File: config.mk
export PLATFORM = sky130hd
export DESIGN_NAME = ddr4_cmd_decoder
export DESIGN_NICKNAME = d
export VERILOG_FILES = /design/src/rtl/ddr_pkg.sv /design/src/rtl/ddr4_data_window.sv /design/src/rtl/ddr4_cmd_decoder.sv
export SDC_FILE = /design/constraint.sdc
export NUM_CORES = 1
export LEC_CHECK = 0
export BUFFER_PORTS_ARGS = -buffer_cell sky130_fd_sc_hd__buf_2
export CAP_MARGIN = 20
export CORE_ASPECT_RATIO = 0.5
export CORE_UTILIZATION = 45
export DETAILED_ROUTE_END_ITERATION = 8
export GPL_ROUTABILITY_DRIVEN = 0
export HOLD_SLACK_MARGIN = 0.05
export PLACE_DENSITY = 0.7
export SLEW_MARGIN = 15
export SYNTH_ARGS = -nofsm -noshare
export SYNTH_HDL_FRONTEND = slang
export SYNTH_SLANG_ARGS = --single-unit
File: constraint.sdc
create_clock -name CK_t -period 3.55 [get_ports CK_t]
set_input_delay 0.71 -clock CK_t [delete_from_list [all_inputs] [get_ports CK_t]]
set_output_delay 0.71 -clock CK_t [all_outputs]
set_load 0.02 [all_outputs]
File: src/rtl/ddr_pkg.sv
// rtl/ddr_pkg.sv - shared command/error types, mode-register defaults and bank indexing
package ddr_pkg;

    typedef enum logic [3:0] {
        CMD_DES, CMD_NOP, CMD_ACT, CMD_MRS, CMD_REF, CMD_PRE, CMD_PREA,
        CMD_RD, CMD_RDA, CMD_WR, CMD_WRA, CMD_ZQCL, CMD_ILL
    } command_type;

    typedef enum logic [2:0] {
        ERR_NONE        = 3'd0,
        ERR_ACT_OPEN    = 3'd1,
        ERR_BANK_CLOSED = 3'd2,
        ERR_REF_OPEN    = 3'd3,
        ERR_MRS_OPEN    = 3'd4,
        ERR_ILLEGAL     = 3'd5
    } err_code_e;

    localparam logic [4:0] CL_DEF  = 5'd9;
    localparam logic [4:0] CWL_DEF = 5'd9;
    localparam logic [3:0] BL_DEF  = 4'd8;

    function automatic logic [3:0] bank_index(input logic [1:0] bg, input logic [1:0] ba);
        return {bg, ba};
    endfunction

endpackage

File: src/rtl/ddr4_data_window.sv
// rtl/ddr4_data_window.sv - shift-register data-window generator; bit 0 is the live enable
module ddr4_data_window #(
    parameter int MAX_LAT = 32,
    parameter int LAT_W   = 6
) (
    input  logic             clk,
    input  logic             reset,
    input  logic             start,
    input  logic [LAT_W-1:0] latency,
    input  logic [3:0]       burst_len,
    output logic             en
);

    logic [MAX_LAT-1:0] sr_q, sr_d, run;

    // Run placed at offset `latency` lands in bit 0 exactly `latency` edges later;
    // bits shifted past MAX_LAT-1 are dropped, which truncates long windows.
    always_comb begin
        run  = ((MAX_LAT'(1) << burst_len) - MAX_LAT'(1)) << latency;
        sr_d = (sr_q >> 1) | (start ? run : '0);
    end

    always_ff @(posedge clk) begin
        if (reset) sr_q <= '0;
        else       sr_q <= sr_d;
    end

    assign en = sr_q[0];

endmodule

File: src/rtl/ddr4_cmd_decoder.sv
// rtl/ddr4_cmd_decoder.sv - DDR4 command/address decoder with mode-register shadow,
// bank tracking, read/write data windows and protocol checks
import ddr_pkg::*;

module ddr4_cmd_decoder #(
    parameter int NUM_BG  = 4,
    parameter int NUM_BA  = 4,
    parameter int MAX_LAT = 32
) (
    input  logic                       CK_t,
    input  logic                       reset,
    input  logic                       cs_n,
    input  logic                       act_n,
    input  logic                       RAS_n_A16,
    input  logic                       CAS_n_A15,
    input  logic                       WE_n_A14,
    input  logic [1:0]                 bg_addr,
    input  logic [1:0]                 ba_addr,
    input  logic                       A17,
    input  logic                       A13,
    input  logic                       A12_BC_n,
    input  logic                       A11,
    input  logic                       A10_AP,
    input  logic [9:0]                 A9_A0,
    output logic                       cmd_valid,
    output command_type                cmd,
    output logic [3:0]                 cmd_bank,
    output logic [13:0]                cmd_row,
    output logic [9:0]                 cmd_col,
    output logic [4:0]                 CL,
    output logic [4:0]                 CWL,
    output logic [4:0]                 AL,
    output logic [3:0]                 BL,
    output logic [NUM_BG*NUM_BA-1:0]   bank_open,
    output logic                       rd_data_en,
    output logic                       wr_data_en,
    output logic                       proto_err,
    output err_code_e                  err_code
);

    localparam int NB = NUM_BG * NUM_BA;

    command_type     cmd_q, cmd_d;
    err_code_e       err_q, err_d;
    logic            cmd_valid_q, proto_err_q;
    logic [3:0]      cmd_bank_q;
    logic [13:0]     cmd_row_q;
    logic [9:0]      cmd_col_q;
    logic [4:0]      cl_q, cwl_q, al_q;
    logic [3:0]      bl_q;
    logic [NB-1:0]   bank_open_q, bank_d;
    logic [3:0]      bank;
    logic [2:0]      mr_sel;
    logic            this_open, any_open, is_rd, is_wr;
    logic            unused_pins;

    assign unused_pins = A17;
    assign bank        = bank_index(bg_addr, ba_addr);
    assign mr_sel      = {bg_addr[0], ba_addr};
    assign this_open   = bank_open_q[bank];
    assign any_open    = |bank_open_q;
    assign is_rd       = (cmd_d == CMD_RD) || (cmd_d == CMD_RDA);
    assign is_wr       = (cmd_d == CMD_WR) || (cmd_d == CMD_WRA);

    always_comb begin
        cmd_d = CMD_DES;
        if (!cs_n) begin
            if (!act_n) begin
                cmd_d = CMD_ACT;
            end else begin
                case ({RAS_n_A16, CAS_n_A15, WE_n_A14})
                    3'b000:  cmd_d = CMD_MRS;
                    3'b001:  cmd_d = CMD_REF;
                    3'b010:  cmd_d = A10_AP ? CMD_PREA : CMD_PRE;
                    3'b101:  cmd_d = A10_AP ? CMD_RDA  : CMD_RD;
                    3'b100:  cmd_d = A10_AP ? CMD_WRA  : CMD_WR;
                    3'b110:  cmd_d = A10_AP ? CMD_ZQCL : CMD_ILL;
                    3'b111:  cmd_d = CMD_NOP;
                    default: cmd_d = CMD_ILL;
                endcase
            end
        end
    end

    // Each command has exactly one applicable check, so codes never compete.
    always_comb begin
        err_d  = ERR_NONE;
        bank_d = bank_open_q;
        case (cmd_d)
            CMD_ACT: begin
                if (this_open) err_d = ERR_ACT_OPEN;
                bank_d[bank] = 1'b1;
            end
            CMD_PRE:  bank_d[bank] = 1'b0;
            CMD_PREA: bank_d = '0;
            CMD_RD, CMD_WR: begin
                if (!this_open) err_d = ERR_BANK_CLOSED;
            end
            CMD_RDA, CMD_WRA: begin
                if (!this_open) err_d = ERR_BANK_CLOSED;
                bank_d[bank] = 1'b0;
            end
            CMD_REF: if (any_open) err_d = ERR_REF_OPEN;
            CMD_MRS: if (any_open) err_d = ERR_MRS_OPEN;
            CMD_ILL: err_d = ERR_ILLEGAL;
            default: ;
        endcase
    end

    always_ff @(posedge CK_t) begin
        if (reset) begin
            cmd_q       <= CMD_DES;
            cmd_valid_q <= 1'b0;
            cmd_bank_q  <= '0;
            cmd_row_q   <= '0;
            cmd_col_q   <= '0;
            bank_open_q <= '0;
            proto_err_q <= 1'b0;
            err_q       <= ERR_NONE;
            cl_q        <= CL_DEF;
            cwl_q       <= CWL_DEF;
            al_q        <= 5'd0;
            bl_q        <= BL_DEF;
        end else begin
            cmd_q       <= cmd_d;
            cmd_valid_q <= !(cmd_d inside {CMD_DES, CMD_NOP});
            bank_open_q <= bank_d;
            proto_err_q <= (err_d != ERR_NONE);
            err_q       <= err_d;
            if (!(cmd_d inside {CMD_DES, CMD_NOP})) cmd_bank_q <= bank;
            if (cmd_d == CMD_ACT) cmd_row_q <= {A13, A12_BC_n, A11, A10_AP, A9_A0};
            if (is_rd || is_wr)   cmd_col_q <= A9_A0;
            // AL is derived from the CL in effect before this edge.
            if (cmd_d == CMD_MRS) begin
                case (mr_sel)
                    3'd0: begin
                        cl_q <= (A9_A0[6:5] == 2'b00) ? CL_DEF + {3'b000, A9_A0[4:3]} : CL_DEF;
                        bl_q <= (A9_A0[1:0] == 2'b10) ? 4'd4 : BL_DEF;
                    end
                    3'd1: begin
                        case (A9_A0[4:3])
                            2'd1:    al_q <= cl_q - 5'd1;
                            2'd2:    al_q <= cl_q - 5'd2;
                            default: al_q <= 5'd0;
                        endcase
                    end
                    3'd2: cwl_q <= (A9_A0[5:3] == 3'd2) ? 5'd11 : CWL_DEF;
                    default: ;
                endcase
            end
        end
    end

    ddr4_data_window #(.MAX_LAT(MAX_LAT), .LAT_W(6)) u_rd_win (
        .clk       (CK_t),
        .reset     (reset),
        .start     (is_rd && this_open),
        .latency   ({1'b0, al_q} + {1'b0, cl_q}),
        .burst_len ({1'b0, bl_q[3:1]}),
        .en        (rd_data_en)
    );

    ddr4_data_window #(.MAX_LAT(MAX_LAT), .LAT_W(6)) u_wr_win (
        .clk       (CK_t),
        .reset     (reset),
        .start     (is_wr && this_open),
        .latency   ({1'b0, al_q} + {1'b0, cwl_q}),
        .burst_len ({1'b0, bl_q[3:1]}),
        .en        (wr_data_en)
    );

    assign cmd       = cmd_q;
    assign cmd_valid = cmd_valid_q;
    assign cmd_bank  = cmd_bank_q;
    assign cmd_row   = cmd_row_q;
    assign cmd_col   = cmd_col_q;
    assign CL        = cl_q;
    assign CWL       = cwl_q;
    assign AL        = al_q;
    assign BL        = bl_q;
    assign bank_open = bank_open_q;
    assign proto_err = proto_err_q;
    assign err_code  = err_q;

endmodule
Word level (Yosys, flattened, before mapping):

Index checks and enable logic that the tools add are counted.
W data, S select, Z words.

* bitwise logic cells: 5
* equal/unequal tests: 23
* multipliers: 0
* multiplexer cells: 23
* add/subtract/negate cells: 6
* shift-type cells: 3
* order comparisons: 2
* reductions and logical operators: 20
* divide/modulo/power cells: 0

Operators with widths (number)
* $mux W32: 2
* $or A31 B32 Y32: 2
* $shl A32 B6 Y32: 2
* $pmux W16 S3: 1
* $shl A1 B3 Y32 const A: 1
* $sub A32 B2 Y32 const B: 1
* $pmux W4 S7: 1
* $and A16 B16 Y16: 1
* $eq A4 B3 Y1 const B: 4
* $eq A4 B4 Y1 const B: 4
* $mux W4: 4
* $not A16 Y16: 1
* $or A16 B16 Y16: 1
* $reduce_or A16 Y1: 1
* $pmux W3 S5: 1
* $add A5 B5 Y6: 2
* $eq A3 B3 Y1 const B: 4
* $mux W2: 5
* $pmux W5 S2: 1
* $eq A3 B2 Y1 const B: 3
* $eq A4 B2 Y1 const B: 2
* $eq A3 B1 Y1 const B: 2
* $logic_not A3 Y1: 2
* $mux W3: 2
* 22 further kinds: 32

* memories: 0
* register bits after elaboration: 136
* ROM bits: 0
* word-level logic and storage cells: 96
* memory bits (writable): 0
* latch bits: 0
* input bits: 26

Longest topological paths before layout:

Gate-level depths: netlist (run 1).

* depth in word-level cells: 9
* mapped depth: 11
* depth with buffers taken out: 9

Cells and area by module:

Synthesis (run 1) repeated with hierarchy kept, for this count alone.

* cells, all modules: 1166
* area total of the unflattened synthesis: 9097.5 um^2

By module, submodules not included
* ddr4_cmd_decoder: seq. area each 1261.2 um^2, times used 1, cells an instance 390, area an instance 3215.6 um^2
* ddr4_data_window at u_wr_win: seq. area each 640.6 um^2, times used 1, cells an instance 391, area an instance 3042.9 um^2
* ddr4_data_window at u_rd_win: seq. area each 640.6 um^2, times used 1, cells an instance 385, area an instance 2839.0 um^2

Worst setup path before layout (run 1):

Ideal clock, no wire load.

* path kind: register to register
* start point: register cl_q[0] (netlist: CL[0])
* end point: register u_rd_win.sr_q[25]
* cell stages (with the launch flop): 10
* required time: 3.419 ns
* slack: 0.900 ns
* path buffers: 2
* data arrival time: 2.519 ns
* period minus slack after synthesis: 2.650 ns
* path through: dfxtp_1 ha_1 fa_1 clkbuf_1 buf_1 nor2_1 o21ai_0 nor3_1 a2111oi_0 nor3_1

* cells in the longest elaborated chain, start to end: 4

RTL lines
* start: declaration: RTL line ddr4_cmd_decoder.sv:49 `logic [4:0] cl_q, cwl_q, al_q;`
* start signal: assignment: RTL line ddr4_cmd_decoder.sv:137 `cl_q <= (A9_A0[6:5] == 2'b00) ? CL_DEF + {3'b000, A9_A0[4:3]} : CL_DEF;`
* $add A5 B5 Y6: RTL line ddr4_cmd_decoder.sv:158 `.latency ({1'b0, al_q} + {1'b0, cl_q}),`
* $shl A32 B6 Y32: RTL line ddr4_data_window.sv:19 `run = ((MAX_LAT'(1) << burst_len) - MAX_LAT'(1)) << latency;`
* $mux W32: RTL line ddr4_data_window.sv:20 `sr_d = (sr_q >> 1) | (start ? run : '0);`
* $or A31 B32 Y32: RTL line ddr4_data_window.sv:20
* end signal: assignment: RTL line ddr4_data_window.sv:25 `else sr_q <= sr_d;`
* end: declaration: RTL line ddr4_data_window.sv:14 `logic [MAX_LAT-1:0] sr_q, sr_d, run;`

Every way passes these cells.
A chain may end at the register's enable or synchronous reset.

Worst setup path in the final report (run 1):

* start point: register cl_q[0] (netlist: CL[0])
* end point: register u_rd_win.sr_q[24]

Same word-level chain as after synthesis.

==> results of run 1 <==
-- layout make-up --
class,count,area [sq um]
clock inverters,13,106
well taps,198,248
fillers,1326,6660
flip-flops and latches,127,2540
inverters,32,120
multi-input cells,630,3710
repair buffers,111,626
clock buffers,19,453
-- flip-flops by register name, indices dropped and copies added, names as in the netlist, 4 cells and up --
name and flops:
cmd_row 14, cmd_bank 4, bank_open 16, u_rd_win.sr_q 32
cmd_col 10, cmd 4, u_wr_win.sr_q 32, AL 4
-- kinds of logic (layout without fill, tap and decap cells) --
group	count (synthesis)	in the layout	share of synthesized area, %
mux	25	25	4.42
xor+xnor	7	7	0.919
flops	127	127	38.1
other cells	2	9	0.113
fa+ha+maj	14	14	2.77
simple gates	291	291	20.2
compound gates	284	284	26.8
buf+inv	101	175	6.67
-- placed cells by master, fill, tap and decap left out, drive strengths merged, types with 7 or more instances in the layout --
master and n:
a211oi 14, a21o 9, a21oi 113, a31oi 14, buf 111, clkbuf 19, conb 9, dfxtp 127
ha 10, inv 37, mux2i 16, nand2 92, nand2b 20, nand3 17, nor2 91, nor2b 18
nor3 19, o21ai 49, o22ai 23, o31ai 7
-- worst min-delay path, cell delays in order (launching register included) --
cell	delay, ns
dfxtp_1	0.30
a21oi_1	0.03
nor2_1	0.06
-- metrics by stage --
| stage | instance area, sq um | utilization (%) | setup WS, ns |
|---|---|---|---|
| floorplan | 6700 | - | 0.900 |
| global placement | 7240 | 50.0 | 0.637 |
| detailed placement | 7240 | 50.0 | 0.560 |
| CTS | 7800 | 53.9 | 0.544 |
| global route | 7810 | 54.0 | 0.326 |
| finish | 7810 | 54.0 | 0.487 |
-- report_power, final --
group,switching (W),internal [W],total (W)
combinational,0.000153,0.0000690,0.000222
sequential,0.0000106,0.00144,0.00146
clock,0.000699,0.000942,0.00164
total,0.000863,0.00246,0.00332
-- layer usage --
layer	up-vias	part of all wire, %	track usage (%)	wire [um]
met5	-	0	0	0
li1	3149	-	-	-
met4	0	1.6	9.41	299
met3	39	7.5	5.43	1380
met2	314	45	37.7	8310
met1	3076	46	31.4	8380
-- path summary, 6_finish.rpt --
kind,start,cells after the start,endpoint,slack [ns]
worst min register to register,u_wr_win.sr_q[5]$_SDFF_PP0_,2,u_wr_win.sr_q[4]$_SDFF_PP0_,0.43
worst min-delay path,u_wr_win.sr_q[5]$_SDFF_PP0_,2,u_wr_win.sr_q[4]$_SDFF_PP0_,0.43
worst max register to register,CL[0]$_SDFFE_PP1P_,8,u_rd_win.sr_q[24]$_SDFF_PP0_,0.49
worst max-delay path,CL[0]$_SDFFE_PP1P_,8,u_rd_win.sr_q[24]$_SDFF_PP0_,0.49
==> summary.txt, run 1 <==
Run status
  – Outcome: finished, final reports clean

Setup path
  – Type of element launching the critical path: flip-flop
  – Ordered cell list for the critical path: ha_1 -> fa_1 -> nor2_1 -> a21bo_2 -> a221oi_1 -> a21oi_1 -> a21oi_1 -> o22ai_1
  – Highest net fanout along the worst path: 20
  – Cell type with the highest occurrence count on the critical path: a21oi_1
  – Maximum single-stage delay on the critical path: 0.92 ns
  – Critical path class: reg -> reg
  – Cell type of the slowest stage on the worst timing path: fa_1
  – Top Family by Delay on Critical Path: adder cells
  – Worst Path Buf+Inv: 0
  – Critical path data required time: 3.84 ns
  – Sort of element at the end of the critical path: flip-flop
  – Arrival time worst endpoint: 3.35 ns

Synth
  – Ys async rst share: 0%
  – Post-Synthesis Cells: around 850
  – Leading area contributor after synthesis: dfxtp_1
  – Commonest cells in the netlist: dfxtp_1 (127), a21oi_1 (111), nand2_1 (91), nor2_1 (91), o21ai_0 (47)
  – Post-synth top flop: dfxtp_1
  – Synth Cell Area: 0.00667 sq mm
  – Most common cell in the synthesized netlist: dfxtp_1
  – Post-synth EDFFs: 0
  – Proportion of netlist area held by the largest area contributor: 38.1%
  – Largest cells by area after synthesis: dfxtp_1 (38%), a21oi_1 (8.3%), nand2_1 (5.1%)
  – Number of warnings reported in the yosys synthesis log: 0
  – Number of distinct standard cells referenced by the synthesized netlist: 76
  – Share of the yosys chip area belonging to registers: 38.1%
  – Synthesized flop and latch total: 127
  – Synthesized area per cell: roughly 8 sq um

Placement
  – HPWL after detailed placement: 12.6 mm
  – # placed instances: 1097
  – Number of I/O port buffers: 89

Timing
  – Highest clock rate: 327 MHz
  – Unrepaired setup endpoints after global routing: false
  – Final-report max-slew violation count: 0
  – Final total negative setup slack: 0 ns
  – Final hold violation count: 0
  – Setup-violating endpoint count in the final report: 0
  – Smallest hold slack: 0.434 ns
  – Max_slew headroom: 29.7%
  – Worst clock skew on the final layout: 0.0112 ns
  – Shortest period the worst path allows: 3.06 ns
  – Least-Margin Pin Slew: roughly 1.1 ns
  – Final cycle utilization of the critical path: between 80% and 90%

Global routing
  – GRT Total Usage: 23.7%
  – Pin count of the biggest net entering global routing: 51
  – Number of global-route vias before repair: 5763
  – Antenna violations before repair: 0
  – Global-route wire length before repair: 28.9 mm
  – Congestion Overflow GR: 0

CTS
  – Resize count post-CTS: 0
  – Number of hold buffers added after CTS: 0
  – Number of buffers added by the clock tree synthesis step: 17
  – Maximum buffer depth of the clock tree: 2
  – Worst skew pair latency: 0.43 ns
  – Clock tree from TritonCTS: built
  – H-tree levels: 4
  – Clock slew at reported path FFs: 0.06 ns
  – Clock sink total: roughly 130
  – Clock Tree Root: clkbuf_16
  – Buffer count from post-CTS setup fixing: 0

Cells and area
  – Area growth from synthesis to final layout: 17.0%
  – Number of standard cells in the layout, taps in and fillers out: 1130
  – Number of antenna repair diodes: 0
  – Final #Nets: 957
  – Fraction of layout instances using a drive strength above 1: 18.1%

Detailed routing
  – Initial DRC count: 517
  – Detail-routed via count per cell: 5.82
  – Per-cell routed wire length: 16.3 um
  – DR vias: roughly 6600
  – Number of detailed-routing iterations run before antenna repair: 5
  – Post-detailed-routing wire length: 18.4 mm
  – Number of DRC violations after detailed routing: 0
  – DRT antenna net count: 0

Worst hold path
  – Min-delay worst type: reg -> reg

Floorplanning
  – Total core area: roughly 0.014 sq mm
  – Number of rows in the core area: 31
  – Die height: 88.1 um
  – Floorplan die area: 0.0154 sq mm
  – Starting density of the core: 46.1%
  – Horizontal die dimension: about 170 um
  – Io pins: 100

Run
  – Number of maximum-capacitance constraint violations: 0

Power
  – Largest vdd supply drop: 0.000314 V
  – Pwr dens: 425 mW/mm^2
  – Overall power after layout: between 0.003 and 0.004 W
  – Leakage: approximately 3.1 nW
Note: power is estimated with default switching activity, not from simulation.
==> inputs of run 2 (changes only) <==
MAX_ROUTING_LAYER = met4   (was default)
clock period = 3.6 ns   (was 3.55 ns; I/O delays follow)
==> summary.txt, run 2 (same netlist as run 1, synthesis figures left out) <==
Setup path
  – Depth of the most critical reg-to-reg path: 8 (unchanged)
  – Critical path data required time: 3.89 ns (was 3.84 ns)
  – Worst setup path startpoint: CL[0]$_SDFFE_PP1P_ (unchanged)
  – Endpoint of the most critical setup path: u_rd_win.sr_q[24]$_SDFF_PP0_ (unchanged)
  – Type of element launching the critical path: flip-flop (unchanged)
  – Reg2Reg Capture Point: u_rd_win.sr_q[24]$_SDFF_PP0_ (unchanged)
  – Sort of element at the end of the critical path: flip-flop (unchanged)
  – Start of the worst register-to-register path: CL[0]$_SDFFE_PP1P_ (unchanged)
  – Highest net fanout along the worst path: 20 (unchanged)
  – Critical path class: reg -> reg (unchanged)
  – Worst setup slack for register-to-register paths: 0.53 ns (was 0.49 ns)
  – Arrival time worst endpoint: 3.36 ns (was 3.35 ns)

Placement
  – HPWL after detailed placement: 12.5 mm (was 12.6 mm)
  – Place WS: 0.635 ns (was 0.560 ns)
  – Number of I/O port buffers: 89 (unchanged)

Global routing
  – Routing usage on met3: 4.82% (was 5.43%)
  – GRT Total Usage: 24.4% (was 23.7%)
  – Number of global-route vias before repair: 5667 (was 5763)
  – Most used routing layer: met2 (unchanged)
  – Antenna violations before repair: 0 (unchanged)
  – Congestion Overflow GR: 0 (unchanged)
  – Global-route wire length before repair: 28.8 mm (was 28.9 mm)
  – Routing usage on met1: 31.4% (about the same)
  – Pin count of the biggest net entering global routing: 45 (was 51)
  – Global-route met2 utilization: 38.7% (was 37.7%)

Timing
  – Final-report max-slew violation count: 0 (unchanged)
  – Smallest setup slack after layout: 0.529 ns (was 0.487 ns)
  – Highest clock rate: 326 MHz (was 327 MHz)
  – Setup-violating endpoint count in the final report: 0 (unchanged)
  – Worst clock skew on the final layout: 0.00858 ns (was 0.0112 ns)
  – Final hold violation count: 0 (unchanged)
  – Shortest period the worst path allows: 3.07 ns (was 3.06 ns)
  – Max_slew headroom: 32.7% (was 29.7%)
  – Unrepaired setup endpoints after global routing: false (unchanged)
  – Final cycle utilization of the critical path: 85.3% (was 86.3%)
  – Least-Margin Pin Slew: 1.01 ns (was 1.05 ns)
  – Final total negative setup slack: 0 ns (unchanged)

CTS
  – Number of buffers added by the clock tree synthesis step: 17 (unchanged)
  – Resize count post-CTS: 0 (unchanged)
  – Clock Tree Root: clkbuf_16 (unchanged)
  – Clock sink total: 127 (unchanged)
  – Buffer count from post-CTS setup fixing: 0 (unchanged)
  – Clock tree from TritonCTS: built (unchanged)
  – Worst skew pair latency: 0.42 ns (was 0.43 ns)
  – Maximum buffer depth of the clock tree: 2 (unchanged)
  – Clock slew at reported path FFs: 0.06 ns (about the same)
  – Number of hold buffers added after CTS: 0 (unchanged)
  – H-tree levels: 4 (unchanged)

Floorplanning
  – Total core area: 0.0145 sq mm (unchanged)
  – Number of rows in the core area: 31 (unchanged)
  – Io pins: 100 (unchanged)
  – Starting density of the core: 46.1% (unchanged)
  – Floorplan die area: 0.0154 sq mm (unchanged)
  – Die height: 88.1 um (unchanged)
  – Horizontal die dimension: 174 um (unchanged)

Worst hold path
  – Min-delay worst type: reg -> reg (unchanged)
  – Min-Delay Path Depth: 2 (unchanged)

Run
  – Number of maximum-capacitance constraint violations: 0 (unchanged)

Cells and area
  – Fraction of layout instances using a drive strength above 1: 18.0% (was 18.1%)
  – Most frequent standard cell in the layout excluding fill and tap cells: dfxtp_1 (unchanged)
  – Final #Nets: 955 (was 957)
  – Most frequent cells in the layout: dfxtp_1 (127), a21oi_1 (111), nor2_1 (91), nand2_1 (91), buf_2 (88) (unchanged)
  – Filler Cells Inserted: 1378 (was 1326)
  – Number of antenna repair diodes: 0 (unchanged)
  – Area growth from synthesis to final layout: 17.2% (was 17.0%)
  – Final cell utilization of the core: 54.1% (was 54.0%)

Detailed routing
  – Post-detailed-routing wire length: 18.4 mm (about the same)
  – DRT antenna net count: 0 (unchanged)
  – Number of DRC violations after detailed routing: 0 (unchanged)
  – Number of detailed-routing iterations run before antenna repair: 5 (unchanged)
  – Detail-routed via count per cell: 5.72 (was 5.82)
  – Initial DRC count: 484 (was 517)
  – DR vias: 6451 (was 6578)
  – Per-cell routed wire length: 16.3 um (about the same)

Run status
  – Outcome: finished, final reports clean (unchanged)

Power
  – Leakage: 3.12 nW (was 3.10 nW)
  – Pwr dens: 431 mW/mm^2 (was 425 mW/mm^2)
  – Largest vdd supply drop: 0.000214 V (was 0.000314 V)
## run 2: cell types whose count changed in the layout (fill, tap and decap cells not counted)
cell / previous run / this run
clkinv_4: 2 / 4
clkinvlp_4: 4 / 1
bufinv_16: 0 / 2
o21bai_1: 4 / 3
clkbuf_1: 0 / 1
clkinv_2: 2 / 3
clkbuf_8: 2 / 0
buf_4: 22 / 20
inv_6: 3 / 2
o21bai_2: 0 / 1
## run 2: layout make-up
cell class | instances | area [sq um] | share of cell area [%]
Tap cell | 198 | 248 | 3.17
Multi-Input combinational cell | 630 | 3720 | 47.5
Clock inverter | 14 | 158 | 2.02
Sequential cell | 127 | 2540 | 32.5
Clock buffer | 18 | 429 | 5.49
Timing Repair Buffer | 109 | 611 | 7.80
Inverter | 32 | 120 | 1.54
## run 2: how the worst min path moves through the flow
stage / start / to / slack, ns
global route: u_wr_win.sr_q[22]$_SDFF_PP0_ / u_wr_win.sr_q[21]$_SDFF_PP0_ / 0.45
detailed placement: u_wr_win.sr_q[21]$_SDFF_PP0_ / u_wr_win.sr_q[20]$_SDFF_PP0_ / 0.43
global placement: u_wr_win.sr_q[23]$_SDFF_PP0_ / u_wr_win.sr_q[22]$_SDFF_PP0_ / 0.42
CTS: u_wr_win.sr_q[20]$_SDFF_PP0_ / u_wr_win.sr_q[19]$_SDFF_PP0_ / 0.44
finish: u_wr_win.sr_q[20]$_SDFF_PP0_ / u_wr_win.sr_q[19]$_SDFF_PP0_ / 0.43
floorplan: u_wr_win.sr_q[20]$_SDFF_PP0_ / u_wr_win.sr_q[19]$_SDFF_PP0_ / 0.41
## run 2: power breakdown
part           total (W)  internal, W  switching (W)  leakage (nW)
clock network    0.00171      0.00103       0.000681         0.288
logic           0.000221    0.0000674       0.000153          1.80
registers        0.00144      0.00142      0.0000104          1.03
## run 2: critical path, stage by stage, from the launching register on
cell	delay, ns
dfxtp_1	0.38
ha_1	0.27
fa_1	0.93
nor2_1	0.19
a21bo_2	0.25
a221oi_1	0.44
a21oi_1	0.15
a21oi_1	0.25
o22ai_1	0.09
## run 2: metal layers
metal | wire length, um | part of all wire (%)
met5 | 0 | 0
met4 | 309 | 1.7
met3 | 1130 | 6.1
met2 | 8290 | 45
met1 | 8660 | 47
## run 2: per-stage QoR
step,power [W],instance area (sq um),hold WS (ns),instances
floorplan,0.00162,6700,0.411,858
global placement,0.00168,7230,0.420,1096
detailed placement,0.00168,7230,0.426,1096
CTS,0.00338,7820,0.437,1128
global route,0.00348,7820,0.449,1128
finish,0.00337,7820,0.435,1128
==> inputs of run 3 (changes only) <==
PLACE_DENSITY = 0.65   (was 0.7)
RECOVER_POWER = 50   (was default)
==> summary.txt, run 3 (same netlist as run 1, synthesis figures left out) <==
Timing
  – Final total negative setup slack: 0 ns (unchanged)
  – Max_slew headroom: -69.2% (was 32.7%)
  – Final-report max-slew violation count: 61 (was 0)
  – Setup-violating endpoint count in the final report: 0 (unchanged)
  – Smallest setup slack after layout: 0.438 ns (was 0.529 ns)
  – Worst clock skew on the final layout: 0.0112 ns (was 0.00858 ns)
  – Highest clock rate: 316 MHz (was 326 MHz)
  – Shortest period the worst path allows: 3.16 ns (was 3.07 ns)
  – Least-Margin Pin Slew: 2.54 ns (was 1.01 ns)
  – Final cycle utilization of the critical path: 87.8% (was 85.3%)
  – Unrepaired setup endpoints after global routing: false (unchanged)
  – Final hold violation count: 0 (unchanged)

Placement
  – # placed instances: 1095 (was 1096)
  – Number of I/O port buffers: 89 (unchanged)
  – HPWL after detailed placement: 12.4 mm (was 12.5 mm)
  – Place WS: 0.615 ns (was 0.635 ns)
  – Placed Instance Area: 0.00721 sq mm (was 0.00723 sq mm)

Setup path
  – Critical path data required time: 3.75 ns (was 3.89 ns)
  – Sort of element at the end of the critical path: flip-flop (unchanged)
  – Highest net fanout along the worst path: 60 (was 20)
  – Critical path class: in -> reg (was reg -> reg)
  – Type of element launching the critical path: primary input (was flip-flop)
  – Arrival time worst endpoint: 3.31 ns (was 3.36 ns)

Cells and area
  – Most frequent standard cell in the layout excluding fill and tap cells: dfxtp_1 (unchanged)
  – Area taken by multi-input logic gates: 0.00371 sq mm (was 0.00372 sq mm)
  – Footprint of the flip-flops and latches: 0.00254 sq mm (unchanged)
  – Fraction of layout instances using a drive strength above 1: 11.7% (was 18.0%)
  – Number of standard cells in the layout, taps in and fillers out: 1128 (unchanged)
  – Final #Nets: 955 (unchanged)
  – Area growth from synthesis to final layout: 16.4% (was 17.2%)
  – Number of antenna repair diodes: 0 (unchanged)
  – Final design area excluding fillers: 0.00777 sq mm (was 0.00782 sq mm)
  – Most frequent cells in the layout: dfxtp_1 (127), a21oi_1 (111), nor2_1 (91), nand2_1 (91), clkbuf_1 (58) (was dfxtp_1 (127), a21oi_1 (111), nor2_1 (91), nand2_1 (91), buf_2 (88))
  – Filler Cells Inserted: 1349 (was 1378)

Global routing
  – GRT Total Usage: 24.4% (about the same)
  – Antenna violations before repair: 0 (unchanged)
  – Global-route wire length before repair: 29.0 mm (was 28.8 mm)
  – Number of global-route vias before repair: 5706 (was 5667)
  – Pin count of the biggest net entering global routing: 61 (was 45)
  – Congestion Overflow GR: 0 (unchanged)

Detailed routing
  – DR vias: 6502 (was 6451)
  – Number of DRC violations after detailed routing: 2 (was 0)
  – Per-cell routed wire length: 16.2 um (was 16.3 um)
  – Post-detailed-routing wire length: 18.2 mm (was 18.4 mm)
  – Initial DRC count: 573 (was 484)
  – DRT antenna net count: 0 (unchanged)
  – Detail-routed via count per cell: 5.76 (was 5.72)
  – Number of detailed-routing iterations run before antenna repair: 9 (was 5)

CTS
  – Buffer count from post-CTS setup fixing: 0 (unchanged)
  – Number of hold buffers added after CTS: 0 (unchanged)
  – Clock Tree Root: clkbuf_16 (unchanged)
  – Worst skew pair latency: 0.41 ns (was 0.42 ns)
  – Number of buffers added by the clock tree synthesis step: 17 (unchanged)
  – H-tree levels: 4 (unchanged)
  – Clock slew at reported path FFs: 0.06 ns (about the same)
  – Clock sink total: 127 (unchanged)
  – Resize count post-CTS: 0 (unchanged)
  – Maximum buffer depth of the clock tree: 2 (unchanged)
  – Clock tree from TritonCTS: built (unchanged)

Floorplanning
  – Starting density of the core: 46.1% (unchanged)
  – Horizontal die dimension: 174 um (unchanged)
  – Floorplan die area: 0.0154 sq mm (unchanged)
  – Number of rows in the core area: 31 (unchanged)
  – Total core area: 0.0145 sq mm (unchanged)
  – Io pins: 100 (unchanged)
  – Die height: 88.1 um (unchanged)

Worst hold path
  – Min-delay worst type: reg -> reg (unchanged)

Run status
  – Outcome: finished with violations (was finished, final reports clean)
  – Failing checks: DRC, capacitance limit, slew limit

Power
  – Pwr dens: 445 mW/mm^2 (was 431 mW/mm^2)
  – Leakage: 2.89 nW (was 3.12 nW)
  – Overall power after layout: 0.00345 W (was 0.00337 W)
  – Largest vdd supply drop: 0.000291 V (was 0.000214 V)

Run
  – Number of maximum-capacitance constraint violations: 1 (was 0)
run 3: changes by cell type in the layout (fill, tap and decap cells not counted):
cell | before | now
o21bai_2 | 1 | 0
clkbuf_8 | 0 | 1
clkbuf_1 | 1 | 58
buf_12 | 1 | 0
buf_2 | 88 | 32
o21bai_1 | 3 | 4
clkinv_2 | 3 | 1
bufinv_16 | 2 | 3
run 3: layout make-up:
class	count	share of cell area, %
tap	198	3.19
clock inverter	13	2.29
multi-input combinational	630	47.8
clock buffer	19	5.70
sequential	127	32.7
timing repair buffer	109	6.75
inverter	32	1.55
run 3: routing by layer:
layer | vias up | global-route usage [%] | wire length, um
met2 | 295 | 37.2 | 8020
met5 | - | - | 0
li1 | 3141 | - | -
met3 | 49 | 4.43 | 1240
met1 | 3017 | 32.5 | 8590
met4 | 0 | 8.29 | 372
run 3: power breakdown:
group	internal [W]	total, W	switching [W]	leakage [nW]
logic	0.0000616	0.000210	0.000148	1.56
registers	0.00142	0.00144	0.0000108	1.03
clock network	0.00112	0.00181	0.000685	0.302
run 3: per-stage QoR:
step / util, % / hold WS, ns
CTS: 54.1 / 0.439
finish: 53.7 / 0.438
global placement: 49.9 / 0.418
global route: 53.7 / 0.454
floorplan: - / 0.411
detailed placement: 49.9 / 0.422
run 3: final timing paths:
| check | start | to | slack, ns | cells after the start |
|---|---|---|---|---|
| hold / removal | u_wr_win.sr_q[9]$_SDFF_PP0_ | u_wr_win.sr_q[8]$_SDFF_PP0_ | 0.44 | 2 |
| hold reg to reg | u_wr_win.sr_q[9]$_SDFF_PP0_ | u_wr_win.sr_q[8]$_SDFF_PP0_ | 0.44 | 2 |
| setup reg to reg | CWL[1]$_SDFFE_PP0P_ | u_wr_win.sr_q[14]$_SDFF_PP0_ | 0.49 | 7 |
| setup / recovery | reset | u_wr_win.sr_q[24]$_SDFF_PP0_ | 0.44 | 3 |
run 3: critical path, stage by stage:
cell,delay (ns)
buf_4,0.35
clkbuf_1,1.84
o32ai_1,0.36
